<file path="src/rtl/ahb_pkg.sv">
// ============================================================================
// Module   : ahb_pkg
// Brief    : Shared handler command encodings and sequencer FSM state codes.
// Revision : 1.0 - initial release
// ============================================================================
`default_nettype none

package ahb_pkg;

    // One-hot commands decoded by the AHB write/read handler
    localparam logic [5:0] IDLE    = 6'b000001;
    localparam logic [5:0] SBURSTW = 6'b000010;
    localparam logic [5:0] SBURSTR = 6'b000100;
    localparam logic [5:0] INCRBW  = 6'b001000;
    localparam logic [5:0] INCRBR  = 6'b010000;
    localparam logic [5:0] BUSY    = 6'b100000;

    localparam int         SEQ_STATE_W = 2;
    localparam logic [1:0] S_IDLE      = 2'd0;
    localparam logic [1:0] S_XFER      = 2'd1;
    localparam logic [1:0] S_PAUSE     = 2'd2;

    function automatic logic [5:0] burst_cmd(input logic wr, input logic multi);
        if (multi) burst_cmd = wr ? INCRBW : INCRBR;
        else       burst_cmd = wr ? SBURSTW : SBURSTR;
    endfunction

endpackage

`default_nettype wire

</file>
<file path="src/rtl/rr_arbiter2.sv">
// ============================================================================
// Module   : rr_arbiter2
// Brief    : Two-input round-robin arbiter; last-granted input loses ties.
// Revision : 1.0 - initial release
// ============================================================================
`default_nettype none

module rr_arbiter2 (
    input  logic       HCLK,
    input  logic       HRESETn,
    input  logic [1:0] req,
    input  logic       upd,
    input  logic [1:0] upd_gnt,
    output logic [1:0] gnt
);

    // Reset to "requester 1 granted last" so requester 0 wins the first tie
    logic r_last;

    always_ff @(posedge HCLK or negedge HRESETn) begin
        if (!HRESETn)  r_last <= 1'b1;
        else if (upd)  r_last <= upd_gnt[1];
    end

    always_comb begin
        gnt = 2'b00;
        case (req)
            2'b01:   gnt = 2'b01;
            2'b10:   gnt = 2'b10;
            2'b11:   gnt = r_last ? 2'b01 : 2'b10;
            default: gnt = 2'b00;
        endcase
    end

endmodule

`default_nettype wire

</file>
<file path="src/rtl/ahb_master_sequencer.sv">
// ============================================================================
// Module   : ahb_master_sequencer
// Brief    : Arbitrates two requesters into a one-hot AHB handler command
//            stream. Define AHB_SEQ_BUSY_INS_EN to enable BUSY insertion.
// Revision : 1.0 - initial release
// ============================================================================
`default_nettype none

module ahb_master_sequencer
    import ahb_pkg::*;
#(
    parameter int LEN_W = 4
) (
    input  logic             HCLK,
    input  logic             HRESETn,
    input  logic [1:0]       REQ,
    input  logic [1:0]       RWRITE,
    input  logic [LEN_W-1:0] RLEN0,
    input  logic [LEN_W-1:0] RLEN1,
    input  logic [25:0]      RADDR0,
    input  logic [25:0]      RADDR1,
    input  logic [31:0]      RDATA0,
    input  logic [31:0]      RDATA1,
    input  logic [1:0]       RVALID,
    input  logic             WAIT,
    output logic [1:0]       GNT,
    output logic [1:0]       ACK,
    output logic [1:0]       FIN,
    output logic [5:0]       state,
    output logic [25:0]      ADDR,
    output logic [31:0]      DATA
);

    logic [SEQ_STATE_W-1:0] r_fsm;
    logic [1:0]             r_gnt;
    logic                   r_wr;
    logic [LEN_W-1:0]       r_cnt;
    logic [25:0]            r_addr;
    logic [5:0]             r_state;

    logic [1:0]             w_arb_gnt;
    logic                   w_win_wr;
    logic [LEN_W-1:0]       w_win_len;
    logic [25:0]            w_win_addr;
    logic                   w_vld;
    logic                   w_accept;
    logic                   w_last;

    rr_arbiter2 u_arb (
        .HCLK    (HCLK),
        .HRESETn (HRESETn),
        .req     (REQ),
        .upd     (|FIN),
        .upd_gnt (r_gnt),
        .gnt     (w_arb_gnt)
    );

    assign w_win_wr   = w_arb_gnt[1] ? RWRITE[1] : RWRITE[0];
    assign w_win_len  = w_arb_gnt[1] ? RLEN1     : RLEN0;
    assign w_win_addr = w_arb_gnt[1] ? RADDR1    : RADDR0;

`ifdef AHB_SEQ_BUSY_INS_EN
    logic r_multi;
    assign w_vld = |(RVALID & r_gnt);
`else
    // Requesters guarantee valid write data every cycle, so RVALID is not used
    logic w_unused_rvalid;
    assign w_unused_rvalid = ^RVALID;
    assign w_vld           = 1'b1;
`endif

    assign w_accept = (r_fsm == S_XFER) && !WAIT && (!r_wr || w_vld);
    assign w_last   = (r_cnt == '0);

    assign ACK   = w_accept ? r_gnt : 2'b00;
    assign FIN   = (w_accept && w_last) ? r_gnt : 2'b00;
    assign GNT   = r_gnt;
    assign state = r_state;
    assign ADDR  = r_addr;
    assign DATA  = !r_wr     ? 32'd0  :
                   r_gnt[1]  ? RDATA1 :
                   r_gnt[0]  ? RDATA0 : 32'd0;

    always_ff @(posedge HCLK or negedge HRESETn) begin
        if (!HRESETn) begin
            r_fsm   <= S_IDLE;
            r_gnt   <= 2'b00;
            r_wr    <= 1'b0;
            r_cnt   <= '0;
            r_addr  <= 26'd0;
            r_state <= IDLE;
`ifdef AHB_SEQ_BUSY_INS_EN
            r_multi <= 1'b0;
`endif
        end else begin
            case (r_fsm)
                S_IDLE: begin
                    if (|REQ) begin
                        r_gnt   <= w_arb_gnt;
                        r_wr    <= w_win_wr;
                        r_cnt   <= w_win_len;
                        r_addr  <= w_win_addr;
                        r_state <= burst_cmd(w_win_wr, |w_win_len);
                        r_fsm   <= S_XFER;
`ifdef AHB_SEQ_BUSY_INS_EN
                        r_multi <= |w_win_len;
`endif
                    end
                end
                S_XFER: begin
                    if (w_accept) begin
                        if (w_last) begin
                            r_fsm   <= S_IDLE;
                            r_gnt   <= 2'b00;
                            r_wr    <= 1'b0;
                            r_state <= IDLE;
                        end else begin
                            r_cnt <= r_cnt - 1'b1;
                        end
                    end
`ifdef AHB_SEQ_BUSY_INS_EN
                    // Not accepted without WAIT means a write starved of data
                    else if (r_wr && !WAIT) begin
                        r_fsm   <= S_PAUSE;
                        r_state <= BUSY;
                    end
`endif
                end
`ifdef AHB_SEQ_BUSY_INS_EN
                S_PAUSE: begin
                    if (w_vld) begin
                        r_fsm   <= S_XFER;
                        r_state <= burst_cmd(1'b1, r_multi);
                    end
                end
`endif
                default: begin
                    r_fsm   <= S_IDLE;
                    r_state <= IDLE;
                end
            endcase
        end
    end

endmodule

`default_nettype wire

</file>
<file path="config.mk">
export PLATFORM = sky130hd
export DESIGN_NAME = ahb_master_sequencer
export DESIGN_NICKNAME = d
export VERILOG_FILES = /design/src/rtl/ahb_pkg.sv /design/src/rtl/rr_arbiter2.sv /design/src/rtl/ahb_master_sequencer.sv
export SDC_FILE = /design/constraint.sdc
export NUM_CORES = 1
export LEC_CHECK = 0
export BUFFER_PORTS_ARGS = -buffer_cell sky130_fd_sc_hd__buf_2
export CAP_MARGIN = 20
export CORE_ASPECT_RATIO = 0.7
export CORE_MARGIN = 3
export CORE_UTILIZATION = 42
export DETAILED_ROUTE_END_ITERATION = 8
export GPL_TIMING_DRIVEN = 0
export PLACE_DENSITY = 0.95
export SYNTH_ARGS = -nofsm -noshare
export SYNTH_HDL_FRONTEND = slang
export SYNTH_SLANG_ARGS = --single-unit
</file>
<file path="constraint.sdc">
create_clock -name HCLK -period 2.7 [get_ports HCLK]
set_input_delay 0.27 -clock HCLK [delete_from_list [all_inputs] [get_ports HCLK]]
set_output_delay 0.27 -clock HCLK [all_outputs]
set_load 0.05 [all_outputs]
</file>
After elaboration in Yosys (flattened, before gate mapping)
Cells that the tools add are included.
{ "classes": {"mux": 31, "n_reduce_logical": 13, "n_eq_ne": 8, "add_sub_neg": 1} }
{ "ops": {"columns": ["operator", "count"], "rows": [
  ["$mux W32", 3],
  ["$mux W26", 1],
  ["$mux W6", 3],
  ["$mux W4", 4],
  ["$mux W2", 7],
  ["$pmux W6 S2", 1],
  ["$mux W5", 2],
  ["$ne A2 B2 Y1 const B", 4],
  ["$pmux W2 S2", 2],
  ["$pmux W4 S2", 1],
  ["$reduce_and A4 Y1", 2],
  ["$pmux W2 S3", 1],
  ["$eq A2 B1 Y1 const B", 2],
  ["$eq A2 B2 Y1 const B", 2],
  ["$logic_not A4 Y1", 1],
  ["$mux W1", 4],
  ["$reduce_or A2 Y1", 2],
  ["$reduce_or A4 Y1", 1],
  ["$sub A4 B1 Y4 const B", 1],
  ["$mux W3", 1],
  ["$reduce_and A3 Y1", 1],
  ["$logic_and A1 B1 Y1", 2],
  ["$logic_not A2 Y1", 1],
  ["$pmux W1 S2", 1],
  ["other kinds (3)", 3]
]} }
{ "totals": {"wordCells": 60, "output_inout_bits": 70, "regBits": 42} }

Depth between registers and ports, before layout
{ "logic_depth": {"word_depth": 7, "depth_mapped": 6, "depth_no_buf": 6} }

Hierarchy
A second synthesis with hierarchy kept.
{ "unflattened": {"hier_cells": 277, "hier_area_um2": 2538.7} }
{ "by_module_without_submodules": {"columns": ["module", "n_inst", "area_each_um2", "cells_each"], "rows": [
  ["ahb_master_sequencer", 1, 2477.4, 271],
  ["rr_arbiter2", 1, 61.3, 6]
]} }

Worst setup path after synthesis
No wires, ideal clock.
{ "synth_path": {"path_type": "register to output", "from": "register r_gnt[1] (netlist: GNT[1])", "to": "output port DATA[0]", "arrival_time_ns": 2.107, "setup_slack_ns": 0.323, "t_required_ns": 2.430, "stages_incl_launch_ff": 6, "cell_sequence": "dfrtp_1 clkbuf_1 nor2b_1 clkbuf_1 a22oi_1 nor2b_1"} }
{ "synth_between": {"elab_chain_len": 2} }
{ "synth_lines": {"columns": ["element", "line_no", "rtl"], "rows": [
  ["start: declaration", "ahb_master_sequencer.sv:35", "logic [1:0] r_gnt;"],
  ["start signal: assignment", "ahb_master_sequencer.sv:99", "r_gnt <= w_arb_gnt;"],
  ["$mux W32", "ahb_master_sequencer.sv:81", "r_gnt[1] ? RDATA1 :"],
  ["$mux W32", "ahb_master_sequencer.sv:80", "assign DATA = !r_wr ? 32'd0 :"],
  ["end: declaration", "ahb_master_sequencer.sv:31", "output logic [31:0] DATA"]
]} }
No other way between the ends.

Worst setup path in the final report
{ "layout_path": {"from": "register r_gnt[1] (netlist: GNT[1])", "to": "output port DATA[1]"} }
The elaborated chain is that of the path after synthesis.

==> results.txt <==
Row Count: 22
H-tree levels: 2
Worst reg2reg path depth: 6
IR drop worst, VDD: 0.000714 V
Vias in the first global route: 3007
Fill cells: 468
Die height: 70.1 um
Synth area leader: dfrtp_1
Met3 wire len: 585 um
Core footprint: 0.00545 mm2
Nets@finish: 585
Setup crit start kind: flop
Status: finished, final reports clean
Final Skew: 0.00755 ns
Initial core utilization: 45.2%
Yosys warning count: 0
Worst Max-Slew Pin Slew: 0.895 ns
Clock buffer depth: 2
Worst min path class: in -> async
Post-Syn Instances: 245
Tmin final: 2.43 ns
Highest layer used for signal routing: met4
Largest net degree at the start of global routing: 41
Hold buffers post-CTS: 0
Gr usage total: 25.4%
Relative slew slack: 40.3%
RD Place Congestion: 0.846
Cts bufs inserted: 5
DR DRC count: 0
CTS tree: done
Top FF cell, synth: dfrtp_1
PortBufs: 199
Post-DR vias/cell: 5.51
Drt total wl: 9070 um
Initial antenna violation count: 0
Detailed Routing Iterations Pass 1: 5
Finish-stage setup viols: 0
Max-Cap Viols: 0
R2R Path Start: r_cnt[0]
Post-layout util: 66.9%
Commonest cells after routing, fill and taps aside: buf_2 (203), dfrtp_1 (38), nor2b_1 (32), a22oi_1 (31)
Final Cycle Share: 89.9%
Final hold slack: 0.0871 ns
Top-area cell type share of the netlist area: 38.6%
Crit end category: output pin
Setup Total Neg Slack: 0 ns
Wirelength per Cell: 17.3 um
Most common cell after layout, fill and taps aside: buf_2
Post-route ant nets: 0
Worst R2R End: state[1]
Area grow syn2layout: 47.9%
Max Fclk: 412 MHz
Final number of max-transition violations: 0
Syn avg cell area: 10.1 um2
Clk sink count: 40
Insertion delay to the later sink of the worst-skew pair: 0.30 ns
I/O pin total: 203
Hpwl dp: 7380 um
Leakage power: 1.85 nW
Cell Count, Final, Fillers Out: 524
Yosys reg bits: 40
Syn Nets: 379
Pwr Density: 1130 mW/mm2
Initial DRC count: 143
Vias: 2885
Async SR Flop Fraction: 100%
Crit path DAT: 2.16 ns
Die Area: 0.00684 mm2
First-pass GRT wire length: 14300 um
Post-synthesis sequential area ratio: 40.7%
Root Driver: clkbuf_8
Diodes inserted: 0
RSZ-0062 raised after global routing: no
Placed cells: 516
R2r setup slk: 0.82 ns
Final count of hold timing violations: 0
Crit path required time: 2.43 ns
DP Area: 0.00355 mm2
Met2 WL post-DR: 4560 um
WS Path Type: reg -> out
Crit path max fanout: 10
Top cells by area, synth: dfrtp_1 (39%), a221o_1 (11%), a22oi_1 (9.4%), nor2b_1 (8.1%), nor3b_1 (7.9%)
Post-synth EDFFs: 0
Clock slew at the register clock pins of the worst setup and hold paths: 0.08 ns
Mapped Area: 0.00246 mm2
Synth cell types: 42
Layout cells sized above 1: 50.4%
DIE WIDTH: 97.5 um
Overflow left after global routing: 0
Wl on met1: 3750 um
Final instance area: 0.00364 mm2
flip-flops by register name, summed over array words and instances, names as in the netlist:
signal	cells
ADDR	26
GNT	2
r_cnt	4
r_fsm	1
r_wr	1
state	5
u_arb.r_last	1
per-stage QoR:
step / worst slack [ns] / power, W
finish: 0.273 / 0.00411
global route: 0.0161 / 0.00432
CTS: 0.145 / 0.00411
detailed placement: 0.476 / 0.00369
global placement: 0.592 / 0.00362
floorplan: 0.323 / 0.00302
how the worst max path moves through the flow:
stage / depth (start not counted) / slack [ns] / from / endpoint
2_1_floorplan: 5 / 0.32 / GNT[1] / DATA[0]
3_3_place_gp: 6 / 0.59 / GNT[1] / DATA[14]
3_5_place_dp: 6 / 0.48 / GNT[1] / DATA[14]
4_1_cts: 6 / 0.14 / GNT[1] / DATA[14]
5_1_grt: 6 / 0.02 / GNT[1] / DATA[1]
6_report: 6 / 0.27 / GNT[1] / DATA[1]
cells by family after synthesis:
kind of cell	Yosys count	synth area share [%]
buffers and inverters	27	5.69
AO/OA/AOI/OAI	81	28.1
other	1	0.152
AND/OR/NAND/NOR	91	23.1
multiplexers	4	1.73
adder cells (fa/ha/maj)	1	0.508
flip-flops	40	40.7
where the power goes:
part | total [W] | internal, W | switching [W] | leakage, nW
registers | 0.00105 | 0.000877 | 0.000175 | 0.485
logic | 0.00264 | 0.000783 | 0.00186 | 1.31
clock network | 0.000419 | 0.000204 | 0.000215 | 0.0510
total | 0.00411 | 0.00186 | 0.00225 | 1.85
what timing repair did:
item / in CTS / in global routing
buffers inserted: 0 / 0
resized for setup: 0 / 2
endpoints found under the setup margin: 0 / 2
cell type report:
| cell class | instances | area [um2] | area share (%) |
|---|---|---|---|
| clock inverter | 2 | 10.0 | 0.275 |
| clock buffer | 6 | 82.6 | 2.27 |
| buffer | 23 | 126 | 3.47 |
| timing repair buffer | 199 | 996 | 27.3 |
| tap | 72 | 90.1 | 2.47 |
| sequential | 40 | 1000 | 27.5 |
| inverter | 4 | 15.0 | 0.412 |
| multi-input combinational | 178 | 1320 | 36.2 |
worst max-delay path, stage by stage (launching register included):
cell and delay, ns:
dfrtp_1 0.39, clkbuf_1 0.23, nor2b_1 0.33, clkbuf_1 0.37
a22oi_1 0.13, nor2b_1 0.14, buf_2 0.27
cells in the mapped netlist, types with 2 or more instances:
master	n
mux2i_1	2
inv_1	4
nor2_1	7
a21o_1	3
buf_2	4
a22o_1	2
a21oi_1	2
dfstp_2	2
dfrtp_1	38
and2_1	4
a221o_1	26
mux2_2	2
or4_1	2
nor2b_1	32
o21ai_0	5
nor3b_1	26
buf_6	4
a32oi_1	2
o2bb2ai_1	3
clkbuf_1	10
nand2_1	9
a22oi_1	31
buf_1	4
nor3_1	3
routing by layer:
layer / GRT usage, % / vias to the layer above
met1: 32.3 / 1404
li1: - / 1345
met5: 0 / -
met3: 5.99 / 19
met2: 42.7 / 117
met4: 7.99 / 0
Note: power is estimated with default switching activity, not from simulation.
